**config.mk**
```make
export PLATFORM = sky130hd
export DESIGN_NAME = memory_arbiter
export DESIGN_NICKNAME = d
export VERILOG_FILES = /design/src/rtl/memory_arbiter.sv
export SDC_FILE = /design/constraint.sdc
export NUM_CORES = 1
export LEC_CHECK = 0
export ABC_AREA = 1
export CAP_MARGIN = 40
export CORE_MARGIN = 3
export CORE_UTILIZATION = 40
export CTS_CLUSTER_SIZE = 10
export DETAILED_ROUTE_END_ITERATION = 12
export PLACE_DENSITY = 0.69
export SYNTH_ARGS = -nofsm -noshare
export SYNTH_HDL_FRONTEND = slang
export SYNTH_SLANG_ARGS = --single-unit
```
**constraint.sdc**
```tcl
create_clock -name clk -period 4.09 [get_ports clk]
set_input_delay 0.818 -clock clk [delete_from_list [all_inputs] [get_ports clk]]
set_output_delay 0.818 -clock clk [all_outputs]
set_load 0.02 [all_outputs]
```
**src/rtl/memory_arbiter.sv**
```systemverilog
// Single-port RAM arbiter between the instruction buffer (IB) and the load/store buffer (LSB).
// Every access is serialised into byte cycles; LSB requests have priority over IB requests.
module memory_arbiter (
    input  logic        clk,
    input  logic        rst,
    input  logic        rdy,
    input  logic [7:0]  ram_din,
    output logic [7:0]  ram_dout,
    output logic [31:0] ram_a,
    output logic        ram_wr,
    input  logic        io_buffer_full,
    input  logic        ib_req,
    input  logic [31:0] ib_addr,
    output logic        ib_done,
    output logic [31:0] ib_data,
    input  logic        lsb_req,
    input  logic        lsb_we,
    input  logic [1:0]  lsb_size,
    input  logic [31:0] lsb_addr,
    input  logic [31:0] lsb_wdata,
    output logic        lsb_done,
    output logic [31:0] lsb_rdata,
    input  logic        flush
);

    typedef enum logic [1:0] {
        IDLE  = 2'd0,
        READ  = 2'd1,
        WRITE = 2'd2,
        DONE  = 2'd3
    } state_t;

    state_t      state_q, state_d;
    logic [2:0]  cnt_q, cnt_d;
    logic        pend_q, pend_d;
    logic [1:0]  pidx_q, pidx_d;
    logic        frz_q, frz_d;
    logic [31:0] base_q, base_d;
    logic [2:0]  len_q, len_d;
    logic [31:0] wdata_q, wdata_d;
    logic [31:0] data_q, data_d;
    logic        is_ib_q, is_ib_d;

    logic [1:0]  rd_idx;
    logic [31:0] wr_addr;
    logic        io_stall;
    logic [2:0]  lsb_len;

    always_comb begin
        case (lsb_size)
            2'b00:   lsb_len = 3'd1;
            2'b01:   lsb_len = 3'd2;
            default: lsb_len = 3'd4;
        endcase
    end

    always_ff @(posedge clk or negedge rst) begin
        if (!rst) begin
            state_q <= IDLE;
            cnt_q   <= 3'd0;
            pend_q  <= 1'b0;
            pidx_q  <= 2'd0;
            frz_q   <= 1'b0;
            base_q  <= 32'd0;
            len_q   <= 3'd0;
            wdata_q <= 32'd0;
            data_q  <= 32'd0;
            is_ib_q <= 1'b0;
        end else begin
            state_q <= state_d;
            cnt_q   <= cnt_d;
            pend_q  <= pend_d;
            pidx_q  <= pidx_d;
            frz_q   <= frz_d;
            base_q  <= base_d;
            len_q   <= len_d;
            wdata_q <= wdata_d;
            data_q  <= data_d;
            is_ib_q <= is_ib_d;
        end
    end

    always_comb begin
        state_d = state_q;
        cnt_d   = cnt_q;
        pend_d  = pend_q;
        pidx_d  = pidx_q;
        base_d  = base_q;
        len_d   = len_q;
        wdata_d = wdata_q;
        data_d  = data_q;
        is_ib_d = is_ib_q;
        frz_d   = ~rdy;

        ram_a    = 32'd0;
        ram_dout = 8'd0;
        ram_wr   = 1'b0;
        ib_done  = 1'b0;
        lsb_done = 1'b0;

        // After a freeze the byte in flight was lost, so the oldest unsampled byte is re-issued.
        rd_idx   = pend_q ? pidx_q : cnt_q[1:0];
        wr_addr  = base_q + {29'd0, cnt_q};
        io_stall = (wr_addr[17:16] == 2'b11) && io_buffer_full;

        case (state_q)
            IDLE: begin
                if (rdy) begin
                    if (lsb_req) begin
                        base_d  = lsb_addr;
                        wdata_d = lsb_wdata;
                        len_d   = lsb_len;
                        is_ib_d = 1'b0;
                        cnt_d   = 3'd0;
                        pend_d  = 1'b0;
                        pidx_d  = 2'd0;
                        data_d  = 32'd0;
                        state_d = lsb_we ? WRITE : READ;
                    end else if (ib_req && !flush) begin
                        base_d  = ib_addr;
                        wdata_d = 32'd0;
                        len_d   = 3'd4;
                        is_ib_d = 1'b1;
                        cnt_d   = 3'd0;
                        pend_d  = 1'b0;
                        pidx_d  = 2'd0;
                        data_d  = 32'd0;
                        state_d = READ;
                    end
                end
            end

            READ: begin
                if (frz_q) begin
                    ram_a = base_q + {30'd0, rd_idx};
                end else if (cnt_q < len_q) begin
                    ram_a = base_q + {29'd0, cnt_q};
                end
                if (rdy) begin
                    if (flush && is_ib_q) begin
                        state_d = IDLE;
                        cnt_d   = 3'd0;
                        pend_d  = 1'b0;
                    end else if (frz_q) begin
                        pend_d = 1'b1;
                        pidx_d = rd_idx;
                        cnt_d  = {1'b0, rd_idx} + 3'd1;
                    end else begin
                        if (pend_q) begin
                            data_d[{pidx_q, 3'b000} +: 8] = ram_din;
                        end
                        // Address issue runs one cycle ahead of sampling; the last sample ends the read.
                        if (cnt_q < len_q) begin
                            pend_d = 1'b1;
                            pidx_d = cnt_q[1:0];
                            cnt_d  = cnt_q + 3'd1;
                        end else begin
                            pend_d  = 1'b0;
                            cnt_d   = 3'd0;
                            state_d = DONE;
                        end
                    end
                end
            end

            WRITE: begin
                ram_a    = wr_addr;
                ram_dout = wdata_q[{cnt_q[1:0], 3'b000} +: 8];
                if (rdy && !io_stall) begin
                    ram_wr = 1'b1;
                    if (cnt_q == len_q - 3'd1) begin
                        cnt_d   = 3'd0;
                        state_d = DONE;
                    end else begin
                        cnt_d = cnt_q + 3'd1;
                    end
                end
            end

            DONE: begin
                if (rdy) begin
                    ib_done  = is_ib_q && !flush;
                    lsb_done = !is_ib_q;
                    state_d  = IDLE;
                end
            end

            default: begin
                state_d = IDLE;
            end
        endcase
    end

    assign ib_data   = data_q;
    assign lsb_rdata = data_q;

endmodule
```
# Yosys cells after proc, flatten, opt, wreduce, memory -nomap -nowiden
# Cells that the tools add are included.
[totals] output_inout_bits=107 register_bits=109 wordCells=124
[op_classes] n_addsub=6 shift=3 n_eq_ne=18 magnitude_cmp=1 muxes=66 bitwise=1 n_reduce_logical=19
[op_table] cell="$mux 32" n=12
[op_table] cell="$pmux 32 s2" n=2
[op_table] cell="$mux 2" n=19
[op_table] cell="$mux 3" n=11
[op_table] cell="$add 32x2->32" n=1
[op_table] cell="$add 32x3->32" n=1
[op_table] cell="$bwmux 32" n=1
[op_table] cell="$shift 8x7->32 const A" n=1
[op_table] cell="$shiftx 32x6->8" n=1
[op_table] cell="$shiftx 8x7->32" n=1
[op_table] cell="$ne 2x2->1 const B" n=8
[op_table] cell="$mux 1" n=15
[op_table] cell="$ne 3x3->1 const B" n=4
[op_table] cell="$pmux 3 s3" n=1
[op_table] cell="$mux 8" n=1
[op_table] cell="$pmux 2 s4" n=1
[op_table] cell="$reduce_and 8->1" n=1
[op_table] cell="$neg 5->7" n=1
[op_table] cell="$reduce_and 7->1" n=1
[op_table] cell="$eq 2x2->1 const B" n=3
[op_table] cell="$pmux 3 s2" n=1
[op_table] cell="$reduce_and 6->1" n=1
[op_table] cell="$logic_and 1x1->1" n=5
[op_table] cell="$reduce_and 5->1" n=1
[op_table] cell="15 further kinds" n=20

# Depth between registers and ports, before layout
# Gate-level depths: netlist (run 1).
[depth] ltp_word=8 mapped_depth=18 ltp_nobuf=17

# Worst setup path after synthesis (run 1)
# Ideal clock, no wire load.
[synth_path] path_kind="register to output" start="register cnt_q[1]" end="output ram_a[24]" stages_incl_launch_ff=14 n_path_buf=2 arrival_ps=2642 path_slack_ps=630 cell_sequence="dfrtp_1 -> clkbuf_1 -> inv_1 -> clkbuf_1 -> fa_1 -> inv_1 -> nand3_1 -> nand2_1 -> nand2_1 -> inv_1 -> nand2_1 -> xor2_1 -> or2_0 -> a21oi_1"
[synth_via] elab_chain_cells=4 elab_cells_between_ends=7 classes_between="add/sub (2); order compare (1); mux (4)"
[synth_lines] element="from (decl)" line_no="34" source="logic [2:0] cnt_q, cnt_d;"
[synth_lines] element="from (signal assigned)" line_no="71" source="cnt_q <= cnt_d;"
[synth_lines] element="$add 32x3->32 (tied with other cells)" line_no="103, 137"
[synth_lines] element="$mux 32 / $add 32x2->32 (equally long branches)" line_no="136, 135"
[synth_lines] element="$mux 32" line_no="134" source="if (frz_q) begin"
[synth_lines] element="$pmux 32 s2 (*)" line_no="106" source="case (state_q)"
[synth_lines] element="to (decl)" line_no="9" source="output logic [31:0] ram_a,"
# Mark *: on every way between the ends. The rest lies on a longest branch, timed or not.

# Final worst setup path (run 1)
[layout_path] start="register cnt_q[1]" end="output ram_a[11]"
# The elaborated chain is that of the path after synthesis.

==> impl_metrics.csv, run 1 <==
group,metric,value,unit
synth,synthMuxAreaShare,0.128,%
floorplanning,die_h,146,um
worst_setup_path,ff2ff_setup_slack,1470,ps
worst_setup_path,required,3270,ps
global_route,grt_pass1_vias,7436,
floorplanning,ios,221,
finish,area_growth,33.1,%
synth,syn_inst,1100,
synth,syn_area,7840,um^2
routing,initialDrtViolationCount,740,
finish,most-common-layout-cells,"nand2_1 (267), clkdlybuf4s50_1 (197), inv_1 (133), o21ai_0 (116), dfrtp_1 (108)",
sta,fmax,0.256,GHz
synth,synth_edf_count,0,
placement,gp_congestion,0.939,
floorplanning,rows,50,
worst_setup_path,cp-startpoint,"cnt_q[1]",
synth,synthAdderAreaFrac,3.70,%
power_and_ir_drop,switchingPower,0.00330,W
routing,ant_nets,0,
floorplanning,dieArea,21300,um^2
sta,min_period,3900,ps
synth,synth_compound_area_share,20.9,%
synth,yosys.area_share.simple,25.7,%
worst_setup_path,cp_max_fo,7,
finish,drive_gt1_share,7.34,%
floorplanning,start_util,41.4,%
placement,post-dp-hpwl,18700,um
job,max_cap_viol_count,0,
sta,relSlewSlack,41.9,%
synth,ys_seq_area_share,34.8,%
finish,layout_commonest_cell,"nand2_1",
floorplanning,die_x,146,um
routing,drt_pass1_iterations,5,
finish,n_antenna_cell,0,
cts,clk_latency,350,ps
power_and_ir_drop,p_per_area,662,nW/um^2
power_and_ir_drop,pwr-share-seq,28.8,%
worst_setup_path,crit_type,"flop to primary output",
worst_setup_path,crit_family,"buffers and inverters",
sta,layout_worst_path_cycle_share,95.5,%
cts,clockBufferDepth,2,
cts,clk_transition_reported_paths,80,ps
global_route,antenna_found_initial,0,
cts,cts_tree,"yes",
sta,skew,9.86,ps
worst_setup_path,crit_chain,"inv_2 -> o21ai_0 -> buf_4 -> ha_1 -> nand3_1 -> nand2_1 -> nand2_2 -> inv_1 -> nand3_1 -> nand3_1 -> nand2_1 -> a21oi_1 -> clkdlybuf4s50_1",
worst_setup_path,reg2reg_to,"ib_data[26]",
sta,setup_violations,0,
global_route,grt_remaining_overflow,0,
power_and_ir_drop,power.share.clock,12.5,%
worst_setup_path,reg2reg_from,"state_q[1]",
sta,grt_setup_unrepaired,"no",
worst_setup_path,critPathArrivalTime,3090,ps
cts,root_buffer,"clkbuf_16",
routing,wl_per_cell,15.9,um
cts,postCtsHoldBufs,0,
finish,nets,1412,
sta,holdWs,452,ps
synth,ys_types,52,
cts,post_cts_buffers,0,
sta,tightestPinTransition,865,ps
routing,drt_wl_total,24500,um
cts,htreeDepth,3,
power_and_ir_drop,max-vdd-ir-drop,0.322,mV
worst_setup_path,startpoint_type,"flop",
synth,synth_seq_cells,109,
routing,viasPerCell,5.17,
global_route,grt_pass1_wl,38900,um
sta,hold_viol,0,
global_route,grt_usage,22.4,%
sta,setup_slack,185,ps
power_and_ir_drop,p_leak,4.75,nW
power_and_ir_drop,combinationalPowerShare,58.6,%
worst_setup_path,cpMaxStageDelayCell,"clkdlybuf4s50_1",
synth,synth_flop_cell,"dfrtp_1",
worst_hold_path,hold_class,"input port to asynchronous set/reset pin",
cts,clock_sinks,109,
routing,drc,0,
synth,synth_top_family_by_area,"simple AND/OR/NAND/NOR gates",
sta,final_max_slew_viol_count,0,
cts,cts_made_buffers,9,
synth,syn_area_per_cell,7.13,um^2
power_and_ir_drop,swShare,47.7,%
global_route,grt_start_max_net_pins,70,
worst_setup_path,cp-end-kind,"primary output",
worst_setup_path,crit_top_cell,"nand3_1",
synth,yosys_warnings,0,
synth,synth_xor_area_share,2.01,%
power_and_ir_drop,power.internal,0.00361,W
placement,pre_cts_ws,243,ps
worst_setup_path,slowest_delay,640,ps
routing,via_count,7964,
floorplanning,core,19000,um^2
synth,synthesis.nets,1236,
outcome,status,"finished, final reports clean",
placement,portBuffers,220,
worst_setup_path,worst-r2r-cell-count,8,
worst_setup_path,cp_num_buf_inv,4,
synth,async_flop_share,100,%
==> worst reg2reg max path, cell delays in order, from the launching register on <==
cell,delay [ps]
dfrtp_1,430
inv_1,120
ha_1,420
nand2_1,220
o31ai_2,240
nand2_2,310
a21oi_4,440
o21ai_0,200
o21a_1,140
==> synthesized netlist by cell type (all sizes together), types with 4 or more instances <==
cell | instances | share of area (%)
nor2 | 74 | 4.7
buf | 52 | 4.5
nor3 | 15 | 1.2
nand3 | 79 | 5.0
o21ai | 123 | 8.0
or2 | 5 | 0.40
nand2 | 276 | 14
a32o | 8 | 1.0
a22o | 16 | 1.8
inv | 141 | 6.8
a21oi | 70 | 4.6
clkinv | 4 | 0.35
dfrtp | 109 | 35
xor2 | 15 | 1.7
ha | 20 | 3.2
o211ai | 30 | 2.9
clkbuf | 24 | 1.1
o21a | 17 | 1.6
==> layout make-up <==
cell class,count,area [um^2]
clock buffer,11,243
clock inverter,5,42.5
fill,1820,8520
inverter,145,561
multi-input combinational,770,4140
sequential,109,2730
tap,260,325
timing repair buffer,241,2390
==> routing by layer <==
layer | routed length (um) | track usage, % | vias to the layer above
li1 | - | - | 3937
met1 | 11100 | 31.3 | 3674
met2 | 11100 | 36.2 | 320
met3 | 1940 | 4.17 | 33
met4 | 394 | 5.22 | 0
met5 | 0 | 0 | -
==> worst max-delay path by stage <==
stage	endpoint	cells after the start
2_1_floorplan	ram_a[24]	13
3_3_place_gp	ram_a[22]	16
3_5_place_dp	ram_a[22]	16
4_1_cts	ram_a[19]	13
5_1_grt	ram_a[26]	15
6_report	ram_a[11]	13
==> kinds of logic (layout without fill, tap and decap cells) <==
logic type,count (synthesis),in the layout
AOI/OAI and AO/OA,273,273
xor gates and xnor gates,18,18
adders and majority gates,22,22
buffers and inverters,221,402
DFF,109,109
muxes,1,1
and+or+nand+nor,456,456
==> sequential cells by signal, summed over array words and instances, names as in the netlist <==
| register | count |
|---|---|
| len_q | 3 |
| base_q | 32 |
| frz_q | 1 |
| wdata_q | 32 |
| pend_q | 1 |
| is_ib_q | 1 |
| cnt_q | 3 |
| pidx_q | 2 |
| ib_data | 32 |
| state_q | 2 |
==> through the flow <==
stage / util, % / cells / area [um^2] / total power [W] / setup TNS, ps
finish: 55.0 / 1541 / 10400 / 0.00691 / 0
global route: 55.0 / 1541 / 10400 / 0.00743 / 0
CTS: 54.8 / 1541 / 10400 / 0.00693 / -183
detailed placement: 53.3 / 1525 / 10100 / 0.00607 / 0
global placement: 53.3 / 1525 / 10100 / 0.00601 / 0
floorplan: - / 1100 / 7840 / 0.00456 / 0
==> repair_timing <==
| action | 4_1_cts | 5_1_grt |
|---|---|---|
| hold endpoints to repair | 0 | 0 |
| gates resized for setup | 10 | 25 |
| endpoints found under the setup margin | 13 | 25 |
==> power by group through the flow <==
stage / Sequential [W] / Clock [W] / Combinational (W)
after floorplan: 0.00197 / 0 / 0.00259
after global placement: 0.00199 / 0 / 0.00402
after detailed placement: 0.00200 / 0 / 0.00407
after CTS: 0.00198 / 0.000885 / 0.00407
after global routing: 0.00206 / 0.000924 / 0.00445
final: 0.00199 / 0.000866 / 0.00405
No activity file was read; power rests on OpenSTA's default activity.
==> run 2: changes to the inputs <==
--- a/config.mk
+++ b/config.mk
@@ -15,3 +15,4 @@
 export SYNTH_ARGS = -nofsm -noshare
 export SYNTH_HDL_FRONTEND = slang
 export SYNTH_SLANG_ARGS = --single-unit
+export TNS_END_PERCENT = 30
==> run 2 against run 1 <==
Compared with the run above: non-clock buffer count unchanged; clock-buffer cell count unchanged; critical path depth unchanged; wire length about the same; total power about the same; sequential power about the same; global-route usage unchanged; critical path type unchanged; critical endpoint unchanged; highest routed layer unchanged.
==> impl_metrics.csv, run 2 (synthesis gave the netlist of run 1 again) <==
group,metric,value,unit
cts,postCtsHoldBufs,0,
sta,min_period,3900,ps
worst_setup_path,startpoint_type,"flop",
routing,via_count,7953,
worst_setup_path,required,3270,ps
cts,clock_sinks,109,
worst_setup_path,reg2reg_from,"state_q[1]",
finish,drive_gt1_share,7.34,%
placement,gp_congestion,0.939,
sta,final_max_slew_viol_count,0,
sta,fmax,0.256,GHz
placement,pre_cts_ws,243,ps
routing,viasPerCell,5.16,
routing,drt_pass1_iterations,5,
sta,grt_setup_unrepaired,"no",
cts,cts_made_buffers,9,
worst_setup_path,crit_type,"flop to primary output",
worst_setup_path,cp_max_fo,7,
worst_setup_path,cp-startpoint,"cnt_q[1]",
floorplanning,rows,50,
floorplanning,dieArea,21300,um^2
floorplanning,die_h,146,um
sta,tightestPinTransition,865,ps
global_route,antenna_found_initial,0,
routing,ant_nets,0,
finish,most-common-layout-cells,"nand2_1 (268), clkdlybuf4s50_1 (197), inv_1 (132), o21ai_0 (116), dfrtp_1 (108)",
placement,post-dp-hpwl,18700,um
sta,skew,9.53,ps
worst_hold_path,hold_class,"input port to asynchronous set/reset pin",
sta,relSlewSlack,41.9,%
routing,initialDrtViolationCount,740,
worst_setup_path,critPathArrivalTime,3080,ps
cts,clk_transition_reported_paths,80,ps
finish,layout_commonest_cell,"nand2_1",
power_and_ir_drop,p_leak,4.74,nW
cts,clk_latency,350,ps
floorplanning,core,19000,um^2
routing,drt_wl_total,24500,um
floorplanning,ios,221,
cts,root_buffer,"clkbuf_16",
floorplanning,die_x,146,um
power_and_ir_drop,p_per_area,662,nW/um^2
sta,setup_slack,189,ps
sta,layout_worst_path_cycle_share,95.4,%
sta,hold_viol,0,
placement,portBuffers,220,
routing,wl_per_cell,15.9,um
global_route,grt_pass1_wl,38900,um
job,max_cap_viol_count,0,
cts,cts_tree,"yes",
floorplanning,start_util,41.4,%
global_route,grt_remaining_overflow,0,
sta,setup_violations,0,
finish,area_growth,33.0,%
sta,setup_tns,0,ps
global_route,grt_start_max_net_pins,70,
cts,clockBufferDepth,2,
sta,holdWs,452,ps
routing,drc,0,
cts,htreeDepth,3,
worst_setup_path,cp-end-kind,"primary output",
finish,n_antenna_cell,0,
global_route,grt_pass1_vias,7436,
cts,post_cts_buffers,0,
outcome,status,"finished, final reports clean",
power_and_ir_drop,max-vdd-ir-drop,0.322,mV
global_route,grt_usage,22.4,%
finish,nets,1412,
[run 2: cell count changes in the layout (fill, tap and decap cells not counted)]
cell	previous run	this run
nand2_1	267	268
inv_2	7	8
inv_1	133	132
nand2_2	7	6
[run 2: per-stage QoR]
stage	instances	area, um^2	total power [W]	utilization, %
after global routing	1541	10400	0.00743	55.0
after detailed placement	1525	10100	0.00607	53.3
final	1541	10400	0.00691	55.0
after CTS	1541	10400	0.00693	54.8
after floorplan	1100	7840	0.00456	-
after global placement	1525	10100	0.00601	53.3
[run 2: area by class of cell]
| cell class | count | area (um^2) |
|---|---|---|
| Tap cell | 260 | 325 |
| Clock inverter | 5 | 42.5 |
| Multi-Input combinational cell | 770 | 4140 |
| Sequential cell | 109 | 2730 |
| Clock buffer | 11 | 243 |
| Timing Repair Buffer | 241 | 2390 |
| Inverter | 145 | 561 |
| Fill cell | 1821 | 8530 |
[run 2: path summary, 6_finish.rpt]
| kind | end | slack (ps) | cells past startpoint |
|---|---|---|---|
| worst max-delay path | ram_a[11] | 190 | 13 |
| worst min-delay path | ib_data[22] | 450 | 1 |
| worst min register to register | wdata_q[0] | 500 | 1 |
| worst max register to register | ib_data[26] | 1470 | 8 |
| max in group asynchronous | base_q[4] | 2850 | 2 |
| min in group clk | wdata_q[0] | 500 | 1 |
[run 2: where the power goes]
group	internal, W	total [W]	switching [W]
Clock	0.000438	0.000865	0.000428
Sequential	0.00154	0.00199	0.000449
Combinational	0.00163	0.00405	0.00242
[run 2: critical path: stages (launching register included)]
cell	delay [ps]
dfrtp_1	400
inv_2	130
o21ai_0	90
buf_4	160
ha_1	270
nand3_1	90
nand2_1	130
nand2_1	200
inv_2	180
nand3_1	100
nand3_1	100
nand2_1	50
a21oi_1	180
clkdlybuf4s50_1	640
[run 2: repair_timing]
action	CTS	global route
gates cloned	0	0
resized for setup	10	25
setup endpoints to repair	13	25
[run 2: per-layer routing]
layer | part of all wire (%) | vias up | track usage (%) | routed length (um)
met5 | 0 | - | 0 | 0
met4 | 1.6 | 0 | 5.22 | 394
met3 | 7.8 | 33 | 4.17 | 1920
met2 | 45 | 317 | 36.2 | 11100
met1 | 45 | 3665 | 31.3 | 11100
li1 | - | 3938 | - | -
==> run 3: changes to the inputs <==
--- a/config.mk
+++ b/config.mk
@@ -7,7 +7,6 @@
 export LEC_CHECK = 0
 export ABC_AREA = 1
 export CAP_MARGIN = 40
-export CORE_MARGIN = 3
 export CORE_UTILIZATION = 40
 export CTS_CLUSTER_SIZE = 10
 export DETAILED_ROUTE_END_ITERATION = 12
==> run 3 against run 2 <==
Compared with the run above: critical endpoint is now ram_a[21]; final area grew 0.58%; register-to-register slack is essentially flat; total power grew 0.63%; combinational power is essentially flat; final cell count grew 0.19%; sequential cell count is the same; worst setup slack lost 11 ps; core utilization grew 0.32 points.
==> impl_metrics.csv, run 3 (synthesis gave the netlist of run 1 again) <==
group,metric,value,unit
global_route,grt_pass1_wl,38600,um
cts,cts_made_buffers,9,
finish,nets,1415,
routing,drt_wl_total,24100,um
outcome,status,"finished, final reports clean",
routing,route.met3.wl,1610,um
worst_setup_path,cp-end-kind,"primary output",
cts,clock_sinks,109,
sta,final_max_slew_viol_count,0,
cts,htreeDepth,3,
routing,dr_wl_met2,10700,um
sta,hold_viol,0,
global_route,grt_pass1_vias,7432,
floorplanning,dieArea,20200,um^2
worst_setup_path,cp-endpoint,"ram_a[21]",
power_and_ir_drop,total_power,0.00695,W
power_and_ir_drop,p_leak,4.83,nW
sta,relSlewSlack,44.0,%
worst_setup_path,ff2ff_setup_slack,1470,ps
worst_setup_path,reg2reg_from,"state_q[1]",
routing,viasPerCell,5.19,
routing,wl_per_cell,15.6,um
cts,clk_latency,360,ps
worst_setup_path,startpoint_type,"flop",
global_route,grt_usage,24.5,%
floorplanning,rows,50,
placement,post-dp-hpwl,18300,um
sta,holdWs,471,ps
worst_setup_path,cp-startpoint,"cnt_q[2]",
finish,most-common-layout-cells,"nand2_1 (268), clkdlybuf4s50_1 (198), inv_1 (133), o21ai_0 (115), dfrtp_1 (109)",
floorplanning,die_x,142,um
finish,drive_gt1_share,7.24,%
finish,n_antenna_cell,0,
routing,top_layer_used,"met4",
finish,area_growth,33.8,%
sta,tightestPinTransition,834,ps
floorplanning,ios,221,
placement,portBuffers,220,
routing,via_count,8006,
job,max_cap_viol_count,0,
sta,skew,7.59,ps
cts,clk_transition_reported_paths,80,ps
floorplanning,core,19000,um^2
worst_setup_path,reg2reg_to,"ib_data[26]",
cts,cts_tree,"yes",
worst_hold_path,hold_class,"input port to asynchronous set/reset pin",
floorplanning,die_h,142,um
routing,drt_pass1_iterations,5,
sta,grt_setup_unrepaired,"yes",
worst_setup_path,critPathArrivalTime,3090,ps
finish,final_area,10500,um^2
routing,initialDrtViolationCount,632,
placement,gp_congestion,0.968,
sta,min_period,3910,ps
placement,place_area,10100,um^2
worst_setup_path,required,3270,ps
global_route,grt_remaining_overflow,0,
routing,drc,0,
finish,layout_commonest_cell,"nand2_1",
worst_setup_path,crit_type,"flop to primary output",
power_and_ir_drop,p_per_area,662,nW/um^2
worst_setup_path,cp_max_fo,5,
global_route,antenna_found_initial,0,
routing,met1Wirelength,11500,um
cts,root_buffer,"clkbuf_16",
cts,clockBufferDepth,2,
sta,setup_slack,178,ps
power_and_ir_drop,max-vdd-ir-drop,0.374,mV
global_route,grt_start_max_net_pins,68,
floorplanning,start_util,41.4,%
routing,ant_nets,0,
sta,fmax,0.256,GHz
sta,setup_violations,0,
worst_setup_path,worst-r2r-cell-count,8,
placement,pre_cts_ws,322,ps
sta,setup_tns,0,ps
sta,layout_worst_path_cycle_share,95.6,%
-- run 3: cell count changes in the layout (fill, tap and decap cells not counted), moves of 2 or more --
cell            change
clkinvlp_4          -3
nor2_2              -2
dlygate4sd2_1       -2
buf_4               +2
inv_6               +3
dlymetal6s2s_1      +4
-- run 3: per-layer routing --
layer / track usage [%] / vias to the layer above
met5: 0 / -
met4: 5.94 / 0
met3: 3.90 / 20
met2: 38.3 / 321
met1: 35.4 / 3717
li1: - / 3948
-- run 3: stage by stage --
step / std cells / utilization (%)
global placement: 1527 / 53.4
floorplan: 1100 / -
finish: 1544 / 55.3
detailed placement: 1527 / 53.4
CTS: 1543 / 55.0
global route: 1544 / 55.3
-- run 3: where the power goes --
| part | switching, W | leakage (nW) | internal, W |
|---|---|---|---|
| registers | 0.000449 | 1.39 | 0.00154 |
| logic | 0.00242 | 3.30 | 0.00164 |
| clock network | 0.000449 | 0.149 | 0.000450 |
| total | 0.00331 | 4.83 | 0.00364 |
-- run 3: how the worst min path moves through the flow --
stage          cells after the start     endpoint         from
5_1_grt                            1  ib_data[21]          rst
3_5_place_dp                       1  wdata_q[30]  wdata_q[30]
6_report                           1  ib_data[21]          rst
4_1_cts                            1  ib_data[21]          rst
2_1_floorplan                      1   wdata_q[0]   wdata_q[0]
3_3_place_gp                       1   wdata_q[1]   wdata_q[1]
-- run 3: worst max-delay path, stage by stage (launching register included) --
cell and delay [ps]:
dfrtp_1 460, ha_1 400, nand2_1 100, nor2_2 130
nor2_4 90, nor2_1 200, nand2_1 130, xor2_1 160
or2_0 210, a21oi_1 190, clkdlybuf4s50_1 670
-- run 3: cell type report --
type | count | area [um^2]
Clock buffer | 10 | 239
Clock inverter | 6 | 62.6
Fill cell | 1867 | 8470
Inverter | 145 | 561
Multi-Input combinational cell | 770 | 4140
Sequential cell | 109 | 2730
Tap cell | 260 | 325
Timing Repair Buffer | 244 | 2430
-- run 3: timing repair --
| action | CTS | global route |
|---|---|---|
| setup endpoints to repair | 5 | 24 |
| resized for setup | 5 | 26 |
| pin swaps | 0 | 1 |
| buffers inserted | 0 | 1 |
| hold buffers | 0 | 0 |
